File: src/rtl/mp64_sram_arb_if.sv
// Bus bundle between the port-B arbiter, its two requesters, the snooped
// port A and the SRAM port B.
interface mp64_sram_arb_if #(
  parameter int unsigned ADDR_W_A = 14,
  parameter int unsigned ADDR_W_B = 17,
  parameter int unsigned DATA_W_B = 64
);
  // requester 0 (CPU)
  logic                r0_req;
  logic                r0_we;
  logic [ADDR_W_B-1:0] r0_addr;
  logic [DATA_W_B-1:0] r0_wdata;
  logic                r0_gnt;
  logic                r0_rvalid;
  logic [DATA_W_B-1:0] r0_rdata;
  // requester 1 (DMA)
  logic                r1_req;
  logic                r1_we;
  logic [ADDR_W_B-1:0] r1_addr;
  logic [DATA_W_B-1:0] r1_wdata;
  logic                r1_gnt;
  logic                r1_rvalid;
  logic [DATA_W_B-1:0] r1_rdata;
  // snooped port A
  logic                a_ce;
  logic                a_we;
  logic [ADDR_W_A-1:0] a_addr;
  // SRAM port B
  logic                b_ce;
  logic                b_we;
  logic [ADDR_W_B-1:0] b_addr;
  logic [DATA_W_B-1:0] b_wdata;
  logic [DATA_W_B-1:0] b_rdata;

  // arbiter view
  modport slave (
    input  r0_req, r0_we, r0_addr, r0_wdata,
    output r0_gnt, r0_rvalid, r0_rdata,
    input  r1_req, r1_we, r1_addr, r1_wdata,
    output r1_gnt, r1_rvalid, r1_rdata,
    input  a_ce, a_we, a_addr,
    output b_ce, b_we, b_addr, b_wdata,
    input  b_rdata
  );

  // environment view: requesters, port-A snoop source and SRAM
  modport master (
    output r0_req, r0_we, r0_addr, r0_wdata,
    input  r0_gnt, r0_rvalid, r0_rdata,
    output r1_req, r1_we, r1_addr, r1_wdata,
    input  r1_gnt, r1_rvalid, r1_rdata,
    output a_ce, a_we, a_addr,
    input  b_ce, b_we, b_addr, b_wdata,
    output b_rdata
  );
endinterface

File: src/rtl/mp64_sram_arb.sv
// Round-robin arbiter for the 64-bit port B of the tile/CPU dual-port SRAM.
// Blocks port-B accesses that collide with a port-A access to the same wide
// row, and routes read data back to the issuing requester after RD_LAT cycles.
module mp64_sram_arb #(
  parameter int unsigned ADDR_W_A = 14,
  parameter int unsigned ADDR_W_B = 17,
  parameter int unsigned DATA_W_B = 64,
  parameter int unsigned RD_LAT   = 1
) (
  input  logic        clk,
  input  logic        rst,
  mp64_sram_arb_if.slave bus,
  output logic [15:0] coll_cnt
);

  localparam int unsigned CNT_W   = 16;
  localparam logic [CNT_W-1:0] CNT_MAX = {CNT_W{1'b1}};

  logic [ADDR_W_A-1:0] row0;
  logic [ADDR_W_A-1:0] row1;
  logic                haz0;
  logic                haz1;
  logic                elig0;
  logic                elig1;
  logic                gnt0;
  logic                gnt1;
  logic                prio;
  logic                rd_load;
  logic [RD_LAT-1:0]   pipe_vld;
  logic [RD_LAT-1:0]   pipe_id;
  logic                rsp_vld;

  // Wide-row index of each requester's sub-word address
  assign row0 = bus.r0_addr[ADDR_W_B-1 -: ADDR_W_A];
  assign row1 = bus.r1_addr[ADDR_W_B-1 -: ADDR_W_A];

  // A port-A write, or any port-B write, to the same row is a hazard
  assign haz0  = bus.a_ce & (bus.a_we | bus.r0_we) & (bus.a_addr == row0);
  assign haz1  = bus.a_ce & (bus.a_we | bus.r1_we) & (bus.a_addr == row1);
  assign elig0 = bus.r0_req & ~haz0;
  assign elig1 = bus.r1_req & ~haz1;

  // Grant selection: lone eligible requester wins, prio breaks ties
  always_comb begin
    gnt0 = 1'b0;
    gnt1 = 1'b0;
    if (!rst) begin
      if (elig0 && (!elig1 || !prio)) begin
        gnt0 = 1'b1;
      end else if (elig1) begin
        gnt1 = 1'b1;
      end
    end
  end

  assign bus.r0_gnt  = gnt0;
  assign bus.r1_gnt  = gnt1;

  // Port-B drive follows the winner; address/data are don't-care when idle
  assign bus.b_ce    = gnt0 | gnt1;
  assign bus.b_we    = (gnt0 & bus.r0_we) | (gnt1 & bus.r1_we);
  assign bus.b_addr  = gnt1 ? bus.r1_addr  : bus.r0_addr;
  assign bus.b_wdata = gnt1 ? bus.r1_wdata : bus.r0_wdata;

  assign rd_load = bus.b_ce & ~bus.b_we;

  // Round-robin pointer: the loser of the last grant is preferred next
  always_ff @(posedge clk) begin
    if (rst) begin
      prio <= 1'b0;
    end else if (gnt0) begin
      prio <= 1'b1;
    end else if (gnt1) begin
      prio <= 1'b0;
    end
  end

  // Read-return pipeline tracking {valid, id} for RD_LAT cycles
  always_ff @(posedge clk) begin
    if (rst) begin
      pipe_vld <= '0;
      pipe_id  <= '0;
    end else begin
      pipe_vld[0] <= rd_load;
      pipe_id[0]  <= gnt1;
      for (int unsigned i = 1; i < RD_LAT; i++) begin
        pipe_vld[i] <= pipe_vld[i-1];
        pipe_id[i]  <= pipe_id[i-1];
      end
    end
  end

  // Reset also suppresses a response already at the pipeline head
  assign rsp_vld       = pipe_vld[RD_LAT-1] & ~rst;
  assign bus.r0_rvalid = rsp_vld & ~pipe_id[RD_LAT-1];
  assign bus.r1_rvalid = rsp_vld &  pipe_id[RD_LAT-1];
  assign bus.r0_rdata  = bus.b_rdata;
  assign bus.r1_rdata  = bus.b_rdata;

  // Saturating count of cycles where a requester was held off by a hazard
  always_ff @(posedge clk) begin
    if (rst) begin
      coll_cnt <= '0;
    end else if (((bus.r0_req & haz0) | (bus.r1_req & haz1)) && (coll_cnt != CNT_MAX)) begin
      coll_cnt <= coll_cnt + CNT_W'(1);
    end
  end

endmodule

File: src/flat_wrapper.sv
// flat-port wrapper written by rule: the top's interface ports become plain ports
module mp64_sram_arb_flat 
#(
  parameter int unsigned ADDR_W_A = 14,
  parameter int unsigned ADDR_W_B = 17,
  parameter int unsigned DATA_W_B = 64,
  parameter int unsigned RD_LAT   = 1
)
  (clk, rst, coll_cnt, bus_r0_req, bus_r0_we, bus_r0_addr, bus_r0_wdata, bus_r0_gnt, bus_r0_rvalid, bus_r0_rdata, bus_r1_req, bus_r1_we, bus_r1_addr, bus_r1_wdata, bus_r1_gnt, bus_r1_rvalid, bus_r1_rdata, bus_a_ce, bus_a_we, bus_a_addr, bus_b_ce, bus_b_we, bus_b_addr, bus_b_wdata, bus_b_rdata);
  mp64_sram_arb_if #(.ADDR_W_A(ADDR_W_A), .ADDR_W_B(ADDR_W_B), .DATA_W_B(DATA_W_B)) bus_i ();
  input  logic clk;
  input  logic rst;
  output logic [15:0] coll_cnt;
  input wire logic [$bits(bus_i.r0_req)-1:0] bus_r0_req;
  input wire logic [$bits(bus_i.r0_we)-1:0] bus_r0_we;
  input wire logic [$bits(bus_i.r0_addr)-1:0] bus_r0_addr;
  input wire logic [$bits(bus_i.r0_wdata)-1:0] bus_r0_wdata;
  output wire logic [$bits(bus_i.r0_gnt)-1:0] bus_r0_gnt;
  output wire logic [$bits(bus_i.r0_rvalid)-1:0] bus_r0_rvalid;
  output wire logic [$bits(bus_i.r0_rdata)-1:0] bus_r0_rdata;
  input wire logic [$bits(bus_i.r1_req)-1:0] bus_r1_req;
  input wire logic [$bits(bus_i.r1_we)-1:0] bus_r1_we;
  input wire logic [$bits(bus_i.r1_addr)-1:0] bus_r1_addr;
  input wire logic [$bits(bus_i.r1_wdata)-1:0] bus_r1_wdata;
  output wire logic [$bits(bus_i.r1_gnt)-1:0] bus_r1_gnt;
  output wire logic [$bits(bus_i.r1_rvalid)-1:0] bus_r1_rvalid;
  output wire logic [$bits(bus_i.r1_rdata)-1:0] bus_r1_rdata;
  input wire logic [$bits(bus_i.a_ce)-1:0] bus_a_ce;
  input wire logic [$bits(bus_i.a_we)-1:0] bus_a_we;
  input wire logic [$bits(bus_i.a_addr)-1:0] bus_a_addr;
  output wire logic [$bits(bus_i.b_ce)-1:0] bus_b_ce;
  output wire logic [$bits(bus_i.b_we)-1:0] bus_b_we;
  output wire logic [$bits(bus_i.b_addr)-1:0] bus_b_addr;
  output wire logic [$bits(bus_i.b_wdata)-1:0] bus_b_wdata;
  input wire logic [$bits(bus_i.b_rdata)-1:0] bus_b_rdata;
  assign bus_i.r0_req = bus_r0_req;
  assign bus_i.r0_we = bus_r0_we;
  assign bus_i.r0_addr = bus_r0_addr;
  assign bus_i.r0_wdata = bus_r0_wdata;
  assign bus_r0_gnt = bus_i.r0_gnt;
  assign bus_r0_rvalid = bus_i.r0_rvalid;
  assign bus_r0_rdata = bus_i.r0_rdata;
  assign bus_i.r1_req = bus_r1_req;
  assign bus_i.r1_we = bus_r1_we;
  assign bus_i.r1_addr = bus_r1_addr;
  assign bus_i.r1_wdata = bus_r1_wdata;
  assign bus_r1_gnt = bus_i.r1_gnt;
  assign bus_r1_rvalid = bus_i.r1_rvalid;
  assign bus_r1_rdata = bus_i.r1_rdata;
  assign bus_i.a_ce = bus_a_ce;
  assign bus_i.a_we = bus_a_we;
  assign bus_i.a_addr = bus_a_addr;
  assign bus_b_ce = bus_i.b_ce;
  assign bus_b_we = bus_i.b_we;
  assign bus_b_addr = bus_i.b_addr;
  assign bus_b_wdata = bus_i.b_wdata;
  assign bus_i.b_rdata = bus_b_rdata;
  mp64_sram_arb #(.ADDR_W_A(ADDR_W_A), .ADDR_W_B(ADDR_W_B), .DATA_W_B(DATA_W_B), .RD_LAT(RD_LAT)) u_core (.clk(clk), .rst(rst), .bus(bus_i), .coll_cnt(coll_cnt));
endmodule
File: config.mk
export PLATFORM = sky130hd
export DESIGN_NAME = mp64_sram_arb_flat
export DESIGN_NICKNAME = d
export VERILOG_FILES = /design/src/rtl/mp64_sram_arb_if.sv /design/src/rtl/mp64_sram_arb.sv /design/src/flat_wrapper.sv
export SDC_FILE = /design/constraint.sdc
export NUM_CORES = 1
export LEC_CHECK = 0
export CAP_MARGIN = 20
export CORE_AREA = 5 5 183 185
export CTS_BUF_LIST = sky130_fd_sc_hd__clkbuf_4 sky130_fd_sc_hd__clkbuf_8
export DETAILED_ROUTE_END_ITERATION = 16
export DIE_AREA = 0 0 188 190
export GPL_TIMING_DRIVEN = 0
export PLACE_DENSITY_LB_ADDON = 0.12
export SKIP_LAST_GASP = 1
export SLEW_MARGIN = 20
export SYNTH_ARGS = -nofsm -noshare
export SYNTH_HDL_FRONTEND = slang
export SYNTH_SLANG_ARGS = --single-unit
File: constraint.sdc
create_clock -name clk -period 4.79 [get_ports clk]
set_input_delay 0.958 -clock clk [delete_from_list [all_inputs] [get_ports clk]]
set_output_delay 0.958 -clock clk [all_outputs]
set_load 0.02 [all_outputs]
==> run_results.csv, run 1 <==
group,metric,value,unit
sta,fin_crit,4.76,ns
sta,finalSetupViolCount,0,
global_route,antenna_found_initial,4,
setup_path,r2r-end,"u_core.coll_cnt[1]",
pwr,p_sw,0.000367,W
die,std_cell_rows,66,
synthesis,synth_edf_count,0,
die,io_pins,479,
setup_path,crit_path_max_incr_delay,0.57,ns
cts,cts-htree-levels,1,
synthesis,synthXorXnorAreaFrac,0.0716,
setup_path,critPathBufInv,4,
synthesis,synth_nets,627,
die,fp.dieW,188,um
synthesis,yosysUniqueCellTypes,38,
die,coreArea,31900,um^2
cts,worstSkewPairLatency,0.26,ns
sta,maxSlewViolCount,0,
sta,rsz0062_at_grt,"yes",
setup_path,r2r_cells,9,
cts,numClockSinks,19,
cts,clkSlewWorstSetupHoldPaths,0.08,ns
setup_path,worst_path_max_delay_cell,"or4_4",
setup_path,cp-end-kind,"output pin",
die,dieArea,35700,um^2
setup_path,crit_type,"in -> out",
route,drt_iter0_drc,101,
synthesis,ys.flop_type,"dfxtp_1",
pwr,power_frac_comb,0.727,
synthesis,yosys.area_share.simple,0.101,
synthesis,ys_warn_count,0,
layout,drive_above_1_share,0.378,
setup_path,cpMostUsedCell,"buf_12",
synthesis,ys_seq_area_frac,0.107,
global_route,grtUsageTotal,0.109,
synthesis,yosysTopAreaCell,"mux2_4",
pwr,max-vdd-ir-drop,0.0000817,V
worst_hold_path,whs_path_depth,2,
layout,finalNonFillerCells,1212,
die,fp.dieH,190,um
layout,area_growth_syn_to_layout,127,%
cts,cts_tree,"yes",
synthesis,synthAdderAreaFrac,0.00353,
layout,fillerInstances,3525,
synthesis,avgSynthCellArea,9.38,um^2
cts,cts_buffers,3,
synthesis,synth_area_leaders,"mux2_4 (29%), buf_4 (27%), dfxtp_1 (11%), xnor2_1 (5.4%), mux2_2 (4.1%)",
pwr,p_per_area,127,nW/um^2
synthesis,syn-cell-area,3550,um^2
setup_path,cp.arrival,3.81,ns
route,via_per_inst,3.38,
global_route,grt_pass1_vias,4197,
synthesis,netlist_top_cells_count,"buf_4 (128), mux2_4 (68), xnor2_1 (22)",
synthesis,synth_most_common_cell,"buf_4",
pwr,switching_share,0.359,
pwr,power_frac_seq,0.157,
worst_hold_path,hold_path.class,"reg -> reg",
setup_path,crit_family,"buffers and inverters",
synthesis,synth_top_area_frac,0.288,
layout,fin_nets,1051,
route,drc_errors,0,
pwr,internal-power,0.000657,W
synthesis,synth_top_family_by_area,"multiplexers",
sta,clock_skew,0.00224,ns
route,wire_per_inst,18.0,um
status,status,"finished clean",
cts,clockBufferDepth,2,
setup_path,crit_path_max_fanout,10,
sta,slew_headroom,0.553,
setup_path,path_cells,"clkdlybuf4s50_1 > xor2_1 > or4_4 > o41ai_4 > o21bai_4 > nand2b_4 > buf_12 > buf_12 > mux2_4 > clkdlybuf4s15_1",
pwr,cellLeakagePower,3.52,nW
placement,post-place-ws,-0.658,ns
route,drt-total-wl,21800,um
run,cap_violations,0,
placement,hpwl,19500,um
sta,worst_slack,0.0259,ns
setup_path,ff2ff_setup_slack,1.94,ns
placement,place_congestion,0.715,
worst_hold_path,whs_endpoint,"u_core.coll_cnt[5]",
placement,placed_cell_area,8200,um^2
sta,worstMarginPinSlew,0.665,ns
setup_path,r2r_start,"u_core.coll_cnt[3]",
sta,period_share,0.995,
route,ant_nets,0,
global_route,grt_max_degree,12,
global_route,grt_overflow_total,0,
sta,fmax,0.210,GHz
synthesis,synth-seq-cells,19,
worst_hold_path,min_from,"u_core.coll_cnt[5]",
cts,cts_hold_buf,0,
synthesis,postSynthCellCount,378,
global_route,grt_first_pass_wirelength,29400,um
synthesis,synthArstFlopShare,0,
synthesis,muxShareOfSynthArea,0.332,
placement,dp_cells,1200,
die,start_util,0.111,
route,dr.pass1.iters,4,
setup_path,required,3.83,ns
route,num_vias,4095,
synthesis,synth_compound_area_frac,0.0734,
setup_path,critPathLaunchType,"primary input",
placement,portBuffers,414,
cts,cts_root_buffer,"clkbuf_8",
pwr,clkPwrFrac,0.116,
sta,hold_viol,0,
layout,final_cell_area,8050,um^2
## metal layers
metal,vias to the layer above,global-route usage,wire (um)
li1,2039,-,-
met1,1804,0.118,7940
met2,229,0.211,11700
met3,17,0.0389,1930
met4,6,0.00791,150
met5,-,0,36
## worst max-delay path by stage
| stage | start | end | slack (ns) | depth (start not counted) |
|---|---|---|---|---|
| finish | bus_a_addr[8] | bus_b_addr[8] | 0.03 | 10 |
| global route | bus_r1_addr[11] | bus_b_addr[8] | -0.1 | 10 |
| global placement | bus_r1_we | bus_b_addr[8] | -0.66 | 10 |
| CTS | bus_r1_addr[11] | bus_b_addr[8] | -0.05 | 10 |
| detailed placement | bus_r1_we | bus_b_addr[8] | -0.66 | 10 |
| floorplan | bus_r1_addr[11] | bus_b_we | 0.78 | 9 |
## power by group through the flow
stage	combinational, W	sequential [W]	clock [W]
finish	0.000744	0.000160	0.000119
global route	0.000786	0.000161	0.000134
CTS	0.000766	0.000160	0.000124
detailed placement	0.000789	0.000164	0
global placement	0.000790	0.000164	0
floorplan	0.000378	0.000164	0
## logic make-up after synthesis
group                      count (synthesis)
muxes                                     82
AOI/OAI and AO/OA                         38
adders and majority gates                  1
xor gates and xnor gates                  29
DFF                                       19
buffers and inverters                    149
and+or+nand+nor                           60
## state kept, by name, indices dropped and copies added, names as in the netlist
name and cells:
u_core.pipe_vld 1, u_core.prio 1, u_core.pipe_id 1, u_core.coll_cnt 16
## tightest hold or removal path: stages (launching register included)
cell     delay [ns]
dfxtp_1        0.34
o21ai_0        0.07
a21oi_1        0.06
## placed cells by master (no fill, tap or decap), types with 4 or more instances in the layout
cell type	n
buf_2	10
a21oi_1	15
mux2_2	13
nand4_1	9
nand3_1	9
clkbuf_1	4
nor2_1	6
inv_1	6
mux2_4	68
dlygate4sd2_1	15
buf_12	7
dfxtp_1	19
nand2_1	6
o21ai_0	13
clkbuf_2	57
buf_4	133
xor2_1	7
clkdlybuf4s50_1	330
or3_1	13
xnor2_1	22
## cell type report
| type | instances | area, um^2 | share of cell area |
|---|---|---|---|
| plain buffers | 143 | 1150 | 0.143 |
| repair buffers | 419 | 3860 | 0.480 |
| diodes | 3 | 7.51 | 0.000933 |
| well taps | 408 | 510 | 0.0635 |
| flip-flops and latches | 19 | 380 | 0.0473 |
| multi-input cells | 210 | 2070 | 0.257 |
| clock buffers | 3 | 41.3 | 0.00513 |
| inverters | 6 | 22.5 | 0.00280 |
| clock inverters | 1 | 5.00 | 0.000622 |
## per-stage QoR
stage / utilization / hold slack, ns / setup TNS (ns) / power, W
floorplan: - / 0.461 / 0 / 0.000542
global placement: 0.257 / 0.476 / -46.57 / 0.000954
detailed placement: 0.257 / 0.483 / -46.05 / 0.000953
CTS: 0.260 / 0.517 / -0.232 / 0.00105
global route: 0.252 / 0.554 / -0.178 / 0.00108
finish: 0.252 / 0.511 / 0 / 0.00102
## repair_timing
action | 4_1_cts | 5_1_grt
resized for setup | 137 | 118
pin swaps | 2 | 0
setup endpoints to repair | 84 | 69
cloned | 0 | 1
buffers inserted | 2 | 2
(Power assumes the default switching activity.)
==> inputs of run 2 (changes only) <==
CORE_AREA = 2 2 185 187   (was 5 5 183 185)
DIE_AREA = 0 0 187 189   (was 0 0 188 190)
==> run_results.csv, run 2 (synthesis results as in run 1) <==
group,metric,value,unit
status,status,"finished clean",
placement,dp_cells,1240,
sta,period_share,0.986,
die,io_pins,479,
layout,final_cell_area,8010,um^2
layout,area_growth_syn_to_layout,126,%
setup_path,cp-end-kind,"output pin",
layout,largest_reg_flops,16,
setup_path,cp.arrival,3.77,ns
placement,hpwl,20600,um
sta,worstMarginPinSlew,0.724,ns
global_route,grtUsageTotal,0.119,
die,std_cell_rows,67,
die,start_util,0.107,
sta,clock_skew,0.00807,ns
cts,cts-htree-levels,1,
cts,cts_root_buffer,"clkbuf_8",
route,drt-total-wl,22600,um
global_route,grt_first_pass_wirelength,30600,um
layout,finalNonFillerCells,1246,
global_route,antenna_found_initial,7,
sta,slew_headroom,0.514,
route,num_vias,4090,
pwr,p_per_area,127,nW/um^2
sta,fin_crit,4.72,ns
sta,finalSetupViolCount,0,
cts,worstSkewPairLatency,0.26,ns
route,ant_nets,0,
die,fp.dieH,189,um
die,coreArea,33300,um^2
layout,fin_nets,1047,
layout,drive_above_1_share,0.375,
layout,final_common_cell,"clkdlybuf4s50_1",
global_route,grt_max_degree,13,
layout,largest-register,"u_core.coll_cnt",
setup_path,critPathLaunchType,"primary input",
cts,cts_buffers,3,
cts,cts_hold_buf,0,
placement,place_congestion,0.782,
layout,final_cell_mix,"clkdlybuf4s50_1 (329), buf_4 (130), mux2_4 (68)",
die,fp.dieW,187,um
sta,maxSlewViolCount,0,
worst_hold_path,hold_path.class,"reg -> reg",
route,via_per_inst,3.28,
sta,hold_viol,0,
setup_path,ff2ff_setup_slack,1.84,ns
cts,numClockSinks,19,
cts,clkSlewWorstSetupHoldPaths,0.08,ns
die,dieArea,35300,um^2
pwr,cellLeakagePower,3.49,nW
sta,finalSetupTns,0,ns
route,wire_per_inst,18.1,um
sta,hold_ws,0.493,ns
route,drc_errors,0,
sta,fmax,0.212,GHz
placement,placed_cell_area,8250,um^2
pwr,max-vdd-ir-drop,0.0000822,V
placement,portBuffers,414,
sta,rsz0062_at_grt,"yes",
cts,clockBufferDepth,2,
route,drt_iter0_drc,94,
setup_path,crit_type,"in -> out",
setup_path,required,3.83,ns
cts,cts_tree,"yes",
run,cap_violations,0,
global_route,grt_overflow_total,0,
route,dr.pass1.iters,4,
setup_path,crit_path_max_fanout,10,
global_route,grt_pass1_vias,4050,
## run 2: changes by cell type in the layout (fill, tap and decap cells not counted), sizes merged, moves of 2 or more
cell and change:
clkbuf +6, diode -2, buf -9, clkdlybuf4s15 -2
## run 2: layout make-up
| class | count | area (um^2) |
|---|---|---|
| diodes | 1 | 2.50 |
| plain buffers | 143 | 1120 |
| clock buffers | 3 | 41.3 |
| clock inverters | 1 | 7.51 |
| fillers | 3686 | 25300 |
| inverters | 6 | 22.5 |
| multi-input cells | 210 | 2070 |
| flip-flops and latches | 19 | 380 |
| well taps | 448 | 561 |
| repair buffers | 415 | 3800 |
## run 2: worst paths after layout
kind	start	to	cells past startpoint
worst max-delay path	bus_a_addr[6]	bus_b_wdata[61]	10
worst min register to register	u_core.prio	u_core.prio	2
worst max register to register	u_core.coll_cnt[2]	u_core.coll_cnt[1]	9
worst min-delay path	u_core.prio	u_core.prio	2
## run 2: per-stage QoR
step / setup slack (ns) / power, W / util
3_5_place_dp: -0.572 / 0.000952 / 0.248
2_1_floorplan: 0.781 / 0.000542 / -
5_1_grt: -0.0738 / 0.00107 / 0.240
3_3_place_gp: -0.577 / 0.000951 / 0.248
4_1_cts: -0.0816 / 0.00104 / 0.247
6_report: 0.0653 / 0.00102 / 0.241
## run 2: report_power, final
group	internal (W)	switching (W)
clock	0.0000588	0.0000613
sequential	0.000159	0.000000889
combinational	0.000432	0.000303
total	0.000650	0.000365
## run 2: worst max-delay path, stage by stage
cell and delay (ns):
clkdlybuf4s50_1 0.45, xor2_1 0.20, or4_4 0.57, o41ai_4 0.34
o21bai_2 0.11, nand2b_4 0.17, buf_12 0.16, buf_8 0.16
mux2_4 0.30, dlygate4sd2_1 0.33
## run 2: layer usage
| layer | GRT usage | vias up | share of wire |
|---|---|---|---|
| met1 | 0.121 | 1842 | 0.37 |
| li1 | - | 2032 | - |
| met4 | 0.00733 | 6 | 0.0021 |
| met2 | 0.236 | 200 | 0.54 |
| met5 | 0 | - | 0.0018 |
| met3 | 0.0454 | 10 | 0.083 |
## run 2: what timing repair did
action,in CTS,in global routing
endpoints found under the setup margin,84,69
pin swaps,2,0
gates resized for setup,96,138
buffers inserted,1,0
==> inputs of run 3 (changes only) <==
SETUP_SLACK_MARGIN = 0.05   (was not set)
TNS_END_PERCENT = 50   (was not set)
==> run_results.csv, run 3 (synthesis results as in run 1) <==
group,metric,value,unit
worst_hold_path,hold_path.class,"reg -> reg",
cts,numClockSinks,19,
setup_path,crit_type,"in -> out",
sta,rsz0062_at_grt,"yes",
cts,cts_root_buffer,"clkbuf_8",
cts,worstSkewPairLatency,0.26,ns
pwr,max-vdd-ir-drop,0.0000805,V
run,cap_violations,0,
setup_path,r2r_cells,9,
route,ant_nets,0,
pwr,power_frac_seq,0.154,
sta,period_share,0.980,
layout,area_growth_syn_to_layout,139,%
pwr,switching_share,0.352,
route,dr.pass1.iters,4,
die,io_pins,479,
layout,multiInputGateArea,2090,um^2
global_route,antenna_found_initial,7,
placement,portBuffers,414,
setup_path,worst_path_max_delay_cell,"or4_4",
die,std_cell_rows,67,
sta,fin_crit,4.70,ns
sta,clock_skew,0.00596,ns
setup_path,path_cells,"dlygate4sd2_1 > o21ai_1 > or4_4 > o41ai_4 > o21bai_4 > nand2b_4 > buf_12 > buf_4 > buf_12 > mux2_4 > dlygate4sd2_1",
sta,hold_viol,0,
pwr,total_power,0.00104,W
layout,seqCellArea,380,um^2
pwr,p_sw,0.000367,W
global_route,grtUsageTotal,0.119,
layout,final_common_cell,"clkdlybuf4s50_1",
worst_hold_path,whs_path_depth,2,
die,fp.dieH,189,um
sta,fmax,0.213,GHz
cts,cts_tree,"yes",
setup_path,crit_path_max_fanout,10,
pwr,cellLeakagePower,3.88,nW
cts,cts_buffers,3,
layout,fillerInstances,3646,
sta,finalSetupViolCount,0,
route,drt_iter0_drc,88,
layout,final_cell_area,8470,um^2
route,via_per_inst,3.29,
layout,fin_nets,1058,
placement,hpwl,20600,um
global_route,grt_first_pass_wirelength,30600,um
setup_path,cp-end-kind,"output pin",
setup_path,r2r-end,"u_core.coll_cnt[1]",
sta,worstMarginPinSlew,0.719,ns
die,fp.dieW,187,um
cts,cts_hold_buf,0,
layout,drive_above_1_share,0.328,
pwr,internal-power,0.000675,W
setup_path,crit_path_max_incr_delay,0.56,ns
pwr,clkPwrFrac,0.114,
die,start_util,0.107,
global_route,grt_overflow_total,0,
worst_hold_path,whs_endpoint,"u_core.coll_cnt[15]",
route,num_vias,4143,
cts,cts-htree-levels,1,
die,coreArea,33300,um^2
pwr,power_frac_comb,0.732,
route,drt-total-wl,22800,um
cts,clkSlewWorstSetupHoldPaths,0.08,ns
global_route,grt_max_degree,13,
route,wire_per_inst,18.2,um
placement,placed_cell_area,8250,um^2
global_route,grt_pass1_vias,4058,
setup_path,r2r_start,"u_core.coll_cnt[2]",
setup_path,required,3.83,ns
setup_path,ff2ff_setup_slack,1.84,ns
sta,slew_headroom,0.518,
sta,hold_ws,0.501,ns
route,drc_errors,0,
die,dieArea,35300,um^2
status,status,"finished clean",
setup_path,cp.arrival,3.74,ns
layout,largest-register,"u_core.coll_cnt",
layout,largest_reg_flops,16,
cts,clockBufferDepth,2,
pwr,p_per_area,123,nW/um^2
worst_hold_path,min_from,"u_core.coll_cnt[15]",
setup_path,critPathLaunchType,"primary input",
sta,maxSlewViolCount,0,
layout,final_cell_mix,"clkdlybuf4s50_1 (313), buf_4 (138), mux2_4 (68)",
placement,place_congestion,0.782,
[run 3: power by group through the flow]
| stage | Sequential, W | Combinational (W) | Clock, W |
|---|---|---|---|
| 2_1_floorplan | 0.000164 | 0.000378 | 0 |
| 3_3_place_gp | 0.000164 | 0.000787 | 0 |
| 3_5_place_dp | 0.000164 | 0.000788 | 0 |
| 4_1_cts | 0.000161 | 0.000766 | 0.000127 |
| 5_1_grt | 0.000161 | 0.000802 | 0.000135 |
| 6_report | 0.000160 | 0.000763 | 0.000119 |
[run 3: worst max-delay path by stage]
stage,startpoint,endpoint,slack [ns]
floorplan,bus_r1_addr[11],bus_b_we,0.78
global placement,bus_r1_we,bus_b_addr[13],-0.58
detailed placement,bus_r1_we,bus_b_addr[13],-0.57
CTS,bus_r1_addr[11],bus_b_wdata[10],-0.09
global route,bus_a_addr[3],bus_b_wdata[55],-0.05
finish,bus_r1_we,bus_b_wdata[36],0.09
[run 3: area by class of cell]
class	count	share of cell area
Antenna cell	2	0.000591
Sequential cell	19	0.0449
Tap cell	448	0.0662
Clock buffer	3	0.00488
Clock inverter	1	0.000886
Inverter	6	0.00266
Buffer	143	0.135
Timing Repair Buffer	426	0.499
Multi-Input combinational cell	210	0.246
[run 3: metrics by stage]
stage / TNS, ns / setup WS (ns) / cells / util
6_report: 0 / 0.0950 / 1258 / 0.254
5_1_grt: -0.811 / -0.0535 / 1256 / 0.254
4_1_cts: -0.935 / -0.0889 / 1246 / 0.250
3_5_place_dp: -39.20 / -0.572 / 1240 / 0.248
3_3_place_gp: -39.37 / -0.577 / 1240 / 0.248
2_1_floorplan: 0 / 0.781 / 378 / -
[run 3: layer usage]
layer | part of all wire | vias to the layer above | global-route usage
li1 | - | 2051 | -
met1 | 0.36 | 1874 | 0.121
met2 | 0.55 | 202 | 0.236
met3 | 0.088 | 10 | 0.0454
met4 | 0.0021 | 6 | 0.00733
met5 | 0.0016 | - | 0
[run 3: worst max-delay path, delay by kind of cell]
kind	cells	cell delay, ns
simple gates	2	0.73
buf+inv	5	1.07
compound gates	3	0.68
mux	1	0.29
[run 3: repair_timing]
action / in CTS / in global routing
pin swaps: 2 / 6
buffers inserted: 2 / 10
setup endpoints to repair: 84 / 81
resized for setup: 99 / 81
